==> config.mk <==
export PLATFORM = sky130hd
export DESIGN_NAME = fft2d_pass_sequencer_flat
export DESIGN_NICKNAME = d
export VERILOG_FILES = /design/src/rtl/fft2d_pass_sequencer_if.sv /design/src/rtl/fft2d_pass_sequencer.sv /design/src/flat_wrapper.sv
export SDC_FILE = /design/constraint.sdc
export NUM_CORES = 1
export LEC_CHECK = 0
export BUFFER_PORTS_ARGS = -buffer_cell sky130_fd_sc_hd__buf_2
export CORE_UTILIZATION = 40
export DETAILED_ROUTE_END_ITERATION = 16
export GPL_TIMING_DRIVEN = 0
export PLACE_DENSITY = 0.59
export SLEW_MARGIN = 10
export SYNTH_ARGS = -nofsm -noshare
export SYNTH_HDL_FRONTEND = slang
export SYNTH_SLANG_ARGS = --single-unit
==> constraint.sdc <==
create_clock -name extc_base_clock -period 1.8 [get_ports extc_base_clock]
set_input_delay 0.18 -clock extc_base_clock [delete_from_list [all_inputs] [get_ports extc_base_clock]]
set_output_delay 0.18 -clock extc_base_clock [all_outputs]
set_load 0.02 [all_outputs]
==> src/rtl/fft2d_pass_sequencer_if.sv <==
// fft2d_pass_sequencer_if
//   Host/array-facing signal bundle of the 2D FFT pass sequencer.
//   master : host side (drives start/abort, observes status and command)
//   slave  : sequencer side (receives start/abort, drives status and command)
//   Signals:
//     extc_start, extc_abort        host requests
//     exts_busy, exts_done          host status
//     exts_pass_sel, exts_bank_swap address-generator select / transpose bank swap pulse
//     f_unified_command             {load, run, mode} word to the FFT array
interface fft2d_pass_sequencer_if #(
    parameter int SEQ_MODE_W = 4
) ();
    logic                  extc_start;
    logic                  extc_abort;
    logic                  exts_busy;
    logic                  exts_done;
    logic                  exts_pass_sel;
    logic                  exts_bank_swap;
    logic [SEQ_MODE_W+1:0] f_unified_command;

    modport master (
        output extc_start,
        output extc_abort,
        input  exts_busy,
        input  exts_done,
        input  exts_pass_sel,
        input  exts_bank_swap,
        input  f_unified_command
    );

    modport slave (
        input  extc_start,
        input  extc_abort,
        output exts_busy,
        output exts_done,
        output exts_pass_sel,
        output exts_bank_swap,
        output f_unified_command
    );
endinterface

==> src/rtl/fft2d_pass_sequencer.sv <==
// fft2d_pass_sequencer
//   Sequences one 2D FFT over the 1D FFT array: row pass, transpose bank
//   turnaround gap, column pass, then a single-cycle done.
//   Ports:
//     extc_base_clock  system clock, rising edge
//     extc_asyn_reset  synchronous active-high reset
//     bus (slave)      start/abort in; busy, done, pass_sel, bank_swap and
//                      the unified array command out (all registered)
module fft2d_pass_sequencer #(
    parameter int                    SEQ_MODE_W  = 4,
    parameter int                    PASS_CYCLES = 647,
    parameter int                    GAP_CYCLES  = 4,
    parameter logic [SEQ_MODE_W-1:0] ROW_MODE    = 4'b0010,
    parameter logic [SEQ_MODE_W-1:0] COL_MODE    = 4'b0010,
    parameter int                    CNT_W       = 16
) (
    input  logic                  extc_base_clock,
    input  logic                  extc_asyn_reset,
    fft2d_pass_sequencer_if.slave bus
);

    localparam int CMD_W = SEQ_MODE_W + 2;
    localparam logic [CMD_W-1:0] IDLE_CMD = {1'b1, 1'b0, {SEQ_MODE_W{1'b0}}};
    localparam logic [CMD_W-1:0] ROW_CMD  = {1'b0, 1'b1, ROW_MODE};
    localparam logic [CMD_W-1:0] COL_CMD  = {1'b0, 1'b1, COL_MODE};
    localparam logic [CNT_W-1:0] PASS_LAST = CNT_W'(PASS_CYCLES - 1);
    localparam logic [CNT_W-1:0] GAP_LAST  = CNT_W'(GAP_CYCLES - 1);

    typedef enum logic [2:0] {
        ST_IDLE = 3'd0,
        ST_ROW  = 3'd1,
        ST_GAP  = 3'd2,
        ST_COL  = 3'd3,
        ST_DONE = 3'd4
    } state_t;

    state_t             state_reg, state_next;
    logic [CNT_W-1:0]   cnt_reg, cnt_next;
    logic               busy_reg, busy_next;
    logic               done_reg, done_next;
    logic               pass_sel_reg, pass_sel_next;
    logic               bank_swap_reg, bank_swap_next;
    logic [CMD_W-1:0]   cmd_reg, cmd_next;

    // Next-state, counter and next-output decode. Outputs are decoded from
    // state_next and registered, so they line up with the state register
    // without any input-to-output combinational path.
    always_comb begin
        state_next = state_reg;
        cnt_next   = cnt_reg + CNT_W'(1);

        case (state_reg)
            ST_IDLE: if (bus.extc_start) state_next = ST_ROW;
            ST_ROW:  if (cnt_reg == PASS_LAST) state_next = ST_GAP;
            ST_GAP:  if (cnt_reg == GAP_LAST)  state_next = ST_COL;
            ST_COL:  if (cnt_reg == PASS_LAST) state_next = ST_DONE;
            ST_DONE: state_next = ST_IDLE;
            default: state_next = ST_IDLE;
        endcase

        // Abort overrides everything, including start in IDLE and the
        // final COL cycle.
        if (bus.extc_abort) begin
            state_next = ST_IDLE;
        end

        // Counter is cleared on every transition and held at zero outside
        // the counted states, so it can never wrap.
        if (state_next != state_reg || state_next == ST_IDLE || state_next == ST_DONE) begin
            cnt_next = '0;
        end

        busy_next      = (state_next == ST_ROW) || (state_next == ST_GAP) || (state_next == ST_COL);
        done_next      = (state_next == ST_DONE);
        pass_sel_next  = (state_next == ST_GAP) || (state_next == ST_COL);
        bank_swap_next = (state_next == ST_GAP) && (state_reg != ST_GAP);

        case (state_next)
            ST_ROW:  cmd_next = ROW_CMD;
            ST_COL:  cmd_next = COL_CMD;
            default: cmd_next = IDLE_CMD;
        endcase
    end

    always_ff @(posedge extc_base_clock) begin
        if (extc_asyn_reset) begin
            state_reg     <= ST_IDLE;
            cnt_reg       <= '0;
            busy_reg      <= 1'b0;
            done_reg      <= 1'b0;
            pass_sel_reg  <= 1'b0;
            bank_swap_reg <= 1'b0;
            cmd_reg       <= IDLE_CMD;
        end else begin
            state_reg     <= state_next;
            cnt_reg       <= cnt_next;
            busy_reg      <= busy_next;
            done_reg      <= done_next;
            pass_sel_reg  <= pass_sel_next;
            bank_swap_reg <= bank_swap_next;
            cmd_reg       <= cmd_next;
        end
    end

    assign bus.exts_busy         = busy_reg;
    assign bus.exts_done         = done_reg;
    assign bus.exts_pass_sel     = pass_sel_reg;
    assign bus.exts_bank_swap    = bank_swap_reg;
    assign bus.f_unified_command = cmd_reg;

endmodule

==> src/flat_wrapper.sv <==
// flat-port wrapper written by rule: the top's interface ports become plain ports
module fft2d_pass_sequencer_flat 
#(
    parameter int                    SEQ_MODE_W  = 4,
    parameter int                    PASS_CYCLES = 647,
    parameter int                    GAP_CYCLES  = 4,
    parameter logic [SEQ_MODE_W-1:0] ROW_MODE    = 4'b0010,
    parameter logic [SEQ_MODE_W-1:0] COL_MODE    = 4'b0010,
    parameter int                    CNT_W       = 16
)
  (extc_base_clock, extc_asyn_reset, bus_extc_start, bus_extc_abort, bus_exts_busy, bus_exts_done, bus_exts_pass_sel, bus_exts_bank_swap, bus_f_unified_command);
  fft2d_pass_sequencer_if #(.SEQ_MODE_W(SEQ_MODE_W)) bus_i ();
  input  logic extc_base_clock;
  input  logic extc_asyn_reset;
  input wire logic [$bits(bus_i.extc_start)-1:0] bus_extc_start;
  input wire logic [$bits(bus_i.extc_abort)-1:0] bus_extc_abort;
  output wire logic [$bits(bus_i.exts_busy)-1:0] bus_exts_busy;
  output wire logic [$bits(bus_i.exts_done)-1:0] bus_exts_done;
  output wire logic [$bits(bus_i.exts_pass_sel)-1:0] bus_exts_pass_sel;
  output wire logic [$bits(bus_i.exts_bank_swap)-1:0] bus_exts_bank_swap;
  output wire logic [$bits(bus_i.f_unified_command)-1:0] bus_f_unified_command;
  assign bus_i.extc_start = bus_extc_start;
  assign bus_i.extc_abort = bus_extc_abort;
  assign bus_exts_busy = bus_i.exts_busy;
  assign bus_exts_done = bus_i.exts_done;
  assign bus_exts_pass_sel = bus_i.exts_pass_sel;
  assign bus_exts_bank_swap = bus_i.exts_bank_swap;
  assign bus_f_unified_command = bus_i.f_unified_command;
  fft2d_pass_sequencer #(.SEQ_MODE_W(SEQ_MODE_W), .PASS_CYCLES(PASS_CYCLES), .GAP_CYCLES(GAP_CYCLES), .ROW_MODE(ROW_MODE), .COL_MODE(COL_MODE), .CNT_W(CNT_W)) u_core (.extc_base_clock(extc_base_clock), .extc_asyn_reset(extc_asyn_reset), .bus(bus_i));
endmodule
==> flow_metrics.env, run 1 <==
export IMPL_synthFlopType="dfxtp_1"
export IMPL_yosysSeqAreaShare=0.4571
export IMPL_clk_path_buf_depth=2
export IMPL_antenna_found_initial=0
export IMPL_mappedNetlistArea_sq_um=1095
export IMPL_fill_cells=252
export IMPL_rsz0062_at_grt="true"
export IMPL_post_place_ws_ns=-0.1190
export IMPL_async_flop_share=0
export IMPL_setup_slack_ns=0.04615
export IMPL_ir_drop_mv=0.3525
export IMPL_grt_overflow=0
export IMPL_power_per_cell_area_nw_per_um2=632.0
export IMPL_worstPathRequired_ns=2.06
export IMPL_first_global_vias=831
export IMPL_avgSynthCellArea_sq_um=8.974
export IMPL_ys_seq_elements=25
export IMPL_syn_inst=122
export IMPL_fin_crit_ns=1.754
export IMPL_die_h_um=54.32
export IMPL_final_hold_violation_count=0
export IMPL_cpPeakStageDelay_ns=0.40
export IMPL_finalWirelength_um=2099
export IMPL_cp_arrival_ns=2.01
export IMPL_cts_htree_levels=1
export IMPL_drive_above_1_share=0.3655
export IMPL_cp_startpoint="u_core.cnt_reg[0]"
export IMPL_wl_per_cell_um=11.99
export IMPL_synth_cell_types=27
export IMPL_slew_violations=0
export IMPL_track_usage=0.1608
export IMPL_crit_type="flop to flop"
export IMPL_antenna_cells=0
export IMPL_portBuffers=10
export IMPL_final_common_cell="dfxtp_1"
export IMPL_leakage_nw=0.4627
export IMPL_cts_hold_buf=0
export IMPL_start_util=0.4340
export IMPL_cts_buffers=3
export IMPL_first_pass_iters=4
export IMPL_finalSetupTns_ns=0
export IMPL_r2r_start="u_core.cnt_reg[0]"
export IMPL_endpoint_kind="flop"
export IMPL_cp_max_fo=5
export IMPL_cts_num_sinks=25
export IMPL_coreArea_sq_um=2522
export IMPL_dieArea_sq_um=2950
export IMPL_finalNonFillerCells=175
export IMPL_fmax_ghz=0.5702
export IMPL_area_growth_pct=26.29
export IMPL_cap_violations=0
export IMPL_routabilityCongestion=0.7666
export IMPL_grt_pass1_wl_um=3360
export IMPL_outcome="completed"
export IMPL_p_total_mw=0.8738
export IMPL_largest_reg_flops=16
export IMPL_root_buffer="clkbuf_4"
export IMPL_die_w_um=54.32
export IMPL_yosysWarnings=0
export IMPL_grt_max_degree=14
export IMPL_final_cell_mix="24 x dfxtp_1, 15 x nor2_1, 12 x buf_2"
export IMPL_crit_chain="inv_4 -> ha_4 -> and4_4 -> and3_4 -> a211oi_4 -> o221ai_4 -> buf_6 -> nor2_2"
export IMPL_slowest_stage="dfxtp_4"
export IMPL_placed_cells=164
export IMPL_drc_errors=0
export IMPL_via_per_inst=4.954
export IMPL_clock_latency_ns=0.31
export IMPL_skew_ns=0.002122
export IMPL_clkTransAtPathRegs_ns=0.13
export IMPL_synth_edf_count=0
export IMPL_io_pins=14
export IMPL_period_share=0.9744
export IMPL_finalSetupViolCount=0
export IMPL_holdCritPathClass="input port to flop"
export IMPL_cts_tree="built"
export IMPL_post_route_util=0.5481
export IMPL_hp_start="extc_asyn_reset"
export IMPL_ant_nets=0
export IMPL_critPathLaunchType="flop"
export IMPL_final_nets=152
export IMPL_rows=18
export IMPL_vias=867
export IMPL_drtIter0Drc=6
export IMPL_place_hpwl_um=1404
[kinds of logic after synthesis]
logic type,Yosys count,share of synthesized area
XOR/XNOR,15,0.1200
buffers and inverters,12,0.06400
adder cells (fa/ha/maj),2,0.02285
other,1,0.003425
flip-flops,25,0.4571
AND/OR/NAND/NOR,61,0.2663
AO/OA/AOI/OAI,6,0.06629
[final timing paths]
path | to | slack (ns) | cells past startpoint
max | u_core.cnt_reg[14] | 0.05 | 8
min | u_core.state_reg[2] | 0.32 | 4
max reg2reg | u_core.cnt_reg[14] | 0.05 | 8
min reg2reg | u_core.cnt_reg[0] | 0.46 | 1
[metrics by stage]
step                      hold slack (ns)  area (sq um)
after global routing               0.3468          1383
after detailed placement           0.4544          1190
final                              0.3153          1383
after CTS                          0.3036          1244
after global placement             0.4426          1190
after floorplan                    0.4296          1102
[power breakdown]
| group | switching [mW] | internal [mW] |
|---|---|---|
| Combinational | 0.0391 | 0.0315 |
| Sequential | 0.00438 | 0.558 |
| Clock | 0.155 | 0.0864 |
[critical path: cells and delay by family, from the launching register on]
family	cells	cell delay, ns
fa+ha+maj	1	0.15
compound gates	2	0.49
flops	1	0.40
buf+inv	2	0.24
simple gates	3	0.42
[final cells by class]
cell class                 instances  area, sq um  area share
multi-input combinational         87        628.1      0.4543
sequential                        25        504.2      0.3647
timing repair buffer              17        113.9     0.08235
buffer                             7        51.30     0.03710
tap                               30        37.54     0.02715
clock buffer                       4        26.28     0.01900
inverter                           5        21.27     0.01538
[layer usage]
layer,vias up,GRT usage,share of wire
li1,446,-,-
met3,2,0.02500,0.033
met2,16,0.2927,0.52
met5,-,0,0
met4,0,0.08120,0.0062
met1,403,0.1782,0.44
[timing repair]
item | CTS | global route
gates resized for setup | 2 | 29
setup buffers | 2 | 4
pin swaps | 1 | 11
endpoints found under the hold margin | 0 | 0
endpoints found under the setup margin | 10 | 16
cloned | 0 | 1
[synthesized netlist by cell type (2+ instances only)]
cell	instances	area (sq um)
buf_2	2	10.01
buf_4	4	30.03
dfxtp_1	25	500.5
ha_1	2	25.02
inv_1	5	18.77
nand2_1	8	30.03
nand3_1	8	40.04
nor2_1	26	97.59
nor3_1	7	35.03
nor3b_1	2	15.01
nor4_1	4	25.02
xnor2_1	10	87.58
xor2_1	5	43.79
Power figures use the tool's default switching activity.
==> run 2: changes to the inputs <==
--- a/config.mk
+++ b/config.mk
@@ -10,6 +10,7 @@
 export DETAILED_ROUTE_END_ITERATION = 16
 export GPL_TIMING_DRIVEN = 0
 export PLACE_DENSITY = 0.59
+export SETUP_SLACK_MARGIN = 0.4
 export SLEW_MARGIN = 10
 export SYNTH_ARGS = -nofsm -noshare
 export SYNTH_HDL_FRONTEND = slang
==> run 2 against run 1 <==
Register-to-register slack improved by 0.07 ns. Combinational power rose by 7.9%. First-iteration DRC count did not move. Final area rose by 9.7%. Via count rose by 1.3%. Routed wire length rose by 3.9%. Sequential share of layout area fell by 2.2 points. Sequential power barely moved. Clock power barely moved. Core utilization rose by 5.3 points. Global-route usage rose by 1.3 points. Non-clock buffer count rose by 5. Critical endpoint is now u_core.cnt_reg[0]. Largest cell class unchanged. Largest power group unchanged.
==> flow_metrics.env, run 2 (synthesis results as in run 1) <==
export IMPL_outcome="completed"
export IMPL_crit_type="flop to flop"
export IMPL_cts_buffers=3
export IMPL_combPwrFrac=0.087
export IMPL_fmax_ghz=0.5942
export IMPL_p_total_mw=0.8785
export IMPL_final_cell_mix="22 x nor2_1, 16 x dfxtp_1, 14 x buf_4"
export IMPL_clkTransAtPathRegs_ns=0.13
export IMPL_largest_reg_flops=16
export IMPL_worstPathRequired_ns=2.06
export IMPL_first_global_vias=844
export IMPL_finalWirelength_um=2181
export IMPL_wl_per_cell_um=12.12
export IMPL_cpPeakStageDelay_ns=0.38
export IMPL_power_per_cell_area_nw_per_um2=579.3
export IMPL_top_layer_used="met4"
export IMPL_crit_chain="inv_2 -> ha_4 -> and4_4 -> and3_4 -> a211oi_4 -> o221ai_4 -> buf_6 -> nor2_4"
export IMPL_skew_ns=0.006784
export IMPL_regArea_sq_um=519.2
export IMPL_finalSetupViolCount=0
export IMPL_post_route_util=0.6012
export IMPL_coreArea_sq_um=2522
export IMPL_cts_tree="built"
export IMPL_cts_num_sinks=25
export IMPL_via_per_inst=4.878
export IMPL_rows=18
export IMPL_drive_above_1_share=0.4400
export IMPL_netSwitchingFraction=0.2310
export IMPL_area_growth_pct=38.51
export IMPL_holdCritPathClass="input port to flop"
export IMPL_fin_crit_ns=1.683
export IMPL_finalNonFillerCells=180
export IMPL_grt_max_degree=14
export IMPL_placed_cells=164
export IMPL_portBuffers=10
export IMPL_timing_hold_ws_ns=0.2912
export IMPL_track_usage=0.1737
export IMPL_rsz0062_at_grt="true"
export IMPL_ant_nets=0
export IMPL_routabilityCongestion=0.7768
export IMPL_io_pins=14
export IMPL_antenna_found_initial=0
export IMPL_place_hpwl_um=1339
export IMPL_setup_slack_ns=0.1170
export IMPL_final_nets=157
export IMPL_pwr_share_seq=0.636
export IMPL_leakage_nw=0.5386
export IMPL_dieArea_sq_um=2950
export IMPL_die_w_um=54.32
export IMPL_ir_drop_mv=0.4131
export IMPL_drc_errors=0
export IMPL_finalSetupTns_ns=0
export IMPL_clockPowerShare=0.277
export IMPL_critPathLaunchType="flop"
export IMPL_slew_violations=0
export IMPL_start_util=0.4340
export IMPL_clock_latency_ns=0.31
export IMPL_antenna_cells=0
export IMPL_vias=878
export IMPL_fin_area_sq_um=1516
export IMPL_drtIter0Drc=6
export IMPL_p_switching_mw=0.2029
export IMPL_cp_arrival_ns=1.95
export IMPL_p_int_mw=0.6756
export IMPL_slowest_stage="dfxtp_4"
export IMPL_met3WireLength_um=97
export IMPL_cts_htree_levels=1
export IMPL_dpl_cell_area_sq_um=1209
export IMPL_die_h_um=54.32
export IMPL_cp_max_fo=5
export IMPL_route_met2_wl_um=1122
export IMPL_period_share=0.9350
export IMPL_m1WireLength_um=942
export IMPL_final_common_cell="nor2_1"
export IMPL_cap_violations=0
export IMPL_first_pass_iters=4
export IMPL_grt_pass1_wl_um=3601
export IMPL_multiInputGateArea_sq_um=706.9
export IMPL_post_place_ws_ns=0.02155
export IMPL_root_buffer="clkbuf_4"
export IMPL_grt_overflow=0
export IMPL_final_hold_violation_count=0
export IMPL_endpoint_kind="flop"
export IMPL_clk_path_buf_depth=2
export IMPL_fill_cells=215
[run 2: worst paths after layout]
check | slack, ns | depth (start not counted) | to | startpoint
min | 0.29 | 3 | u_core.bus.f_unified_command[4] | bus_extc_start
max | 0.12 | 8 | u_core.cnt_reg[0] | u_core.cnt_reg[0]
max reg2reg | 0.12 | 8 | u_core.cnt_reg[0] | u_core.cnt_reg[0]
min reg2reg | 0.55 | 2 | u_core.cnt_reg[0] | u_core.cnt_reg[0]
[run 2: power by group through the flow]
stage	logic, mW	registers, mW	clock network, mW
2_1_floorplan	0.0398	0.579	0
3_3_place_gp	0.0565	0.575	0
3_5_place_dp	0.0564	0.575	0
4_1_cts	0.0643	0.561	0.255
5_1_grt	0.0836	0.560	0.281
6_report	0.0763	0.559	0.244
[run 2: worst max-delay path: cells and delay by family, from the launching register on]
family	cells	cell delay, ns
adder cells (fa/ha/maj)	1	0.14
buffers and inverters	2	0.24
AO/OA/AOI/OAI	2	0.44
AND/OR/NAND/NOR	3	0.44
flip-flops	1	0.38
[run 2: timing repair]
item	CTS	global route
gates cloned	1	0
resized for setup	18	22
pin swaps	2	6
hold buffers	0	0
setup endpoints to repair	21	22
buffers inserted	6	5
[run 2: final cells by class]
type | instances | share of cell area
flip-flops and latches | 25 | 0.3424
plain buffers | 7 | 0.03383
inverters | 5 | 0.01238
clock buffers | 4 | 0.01733
repair buffers | 22 | 0.1031
well taps | 30 | 0.02475
multi-input cells | 87 | 0.4662
[run 2: layer usage]
metal / vias up / GRT usage
met5: - / 0
met4: 0 / 0.05983
met3: 2 / 0.06111
met2: 18 / 0.3008
met1: 402 / 0.1956
li1: 456 / -
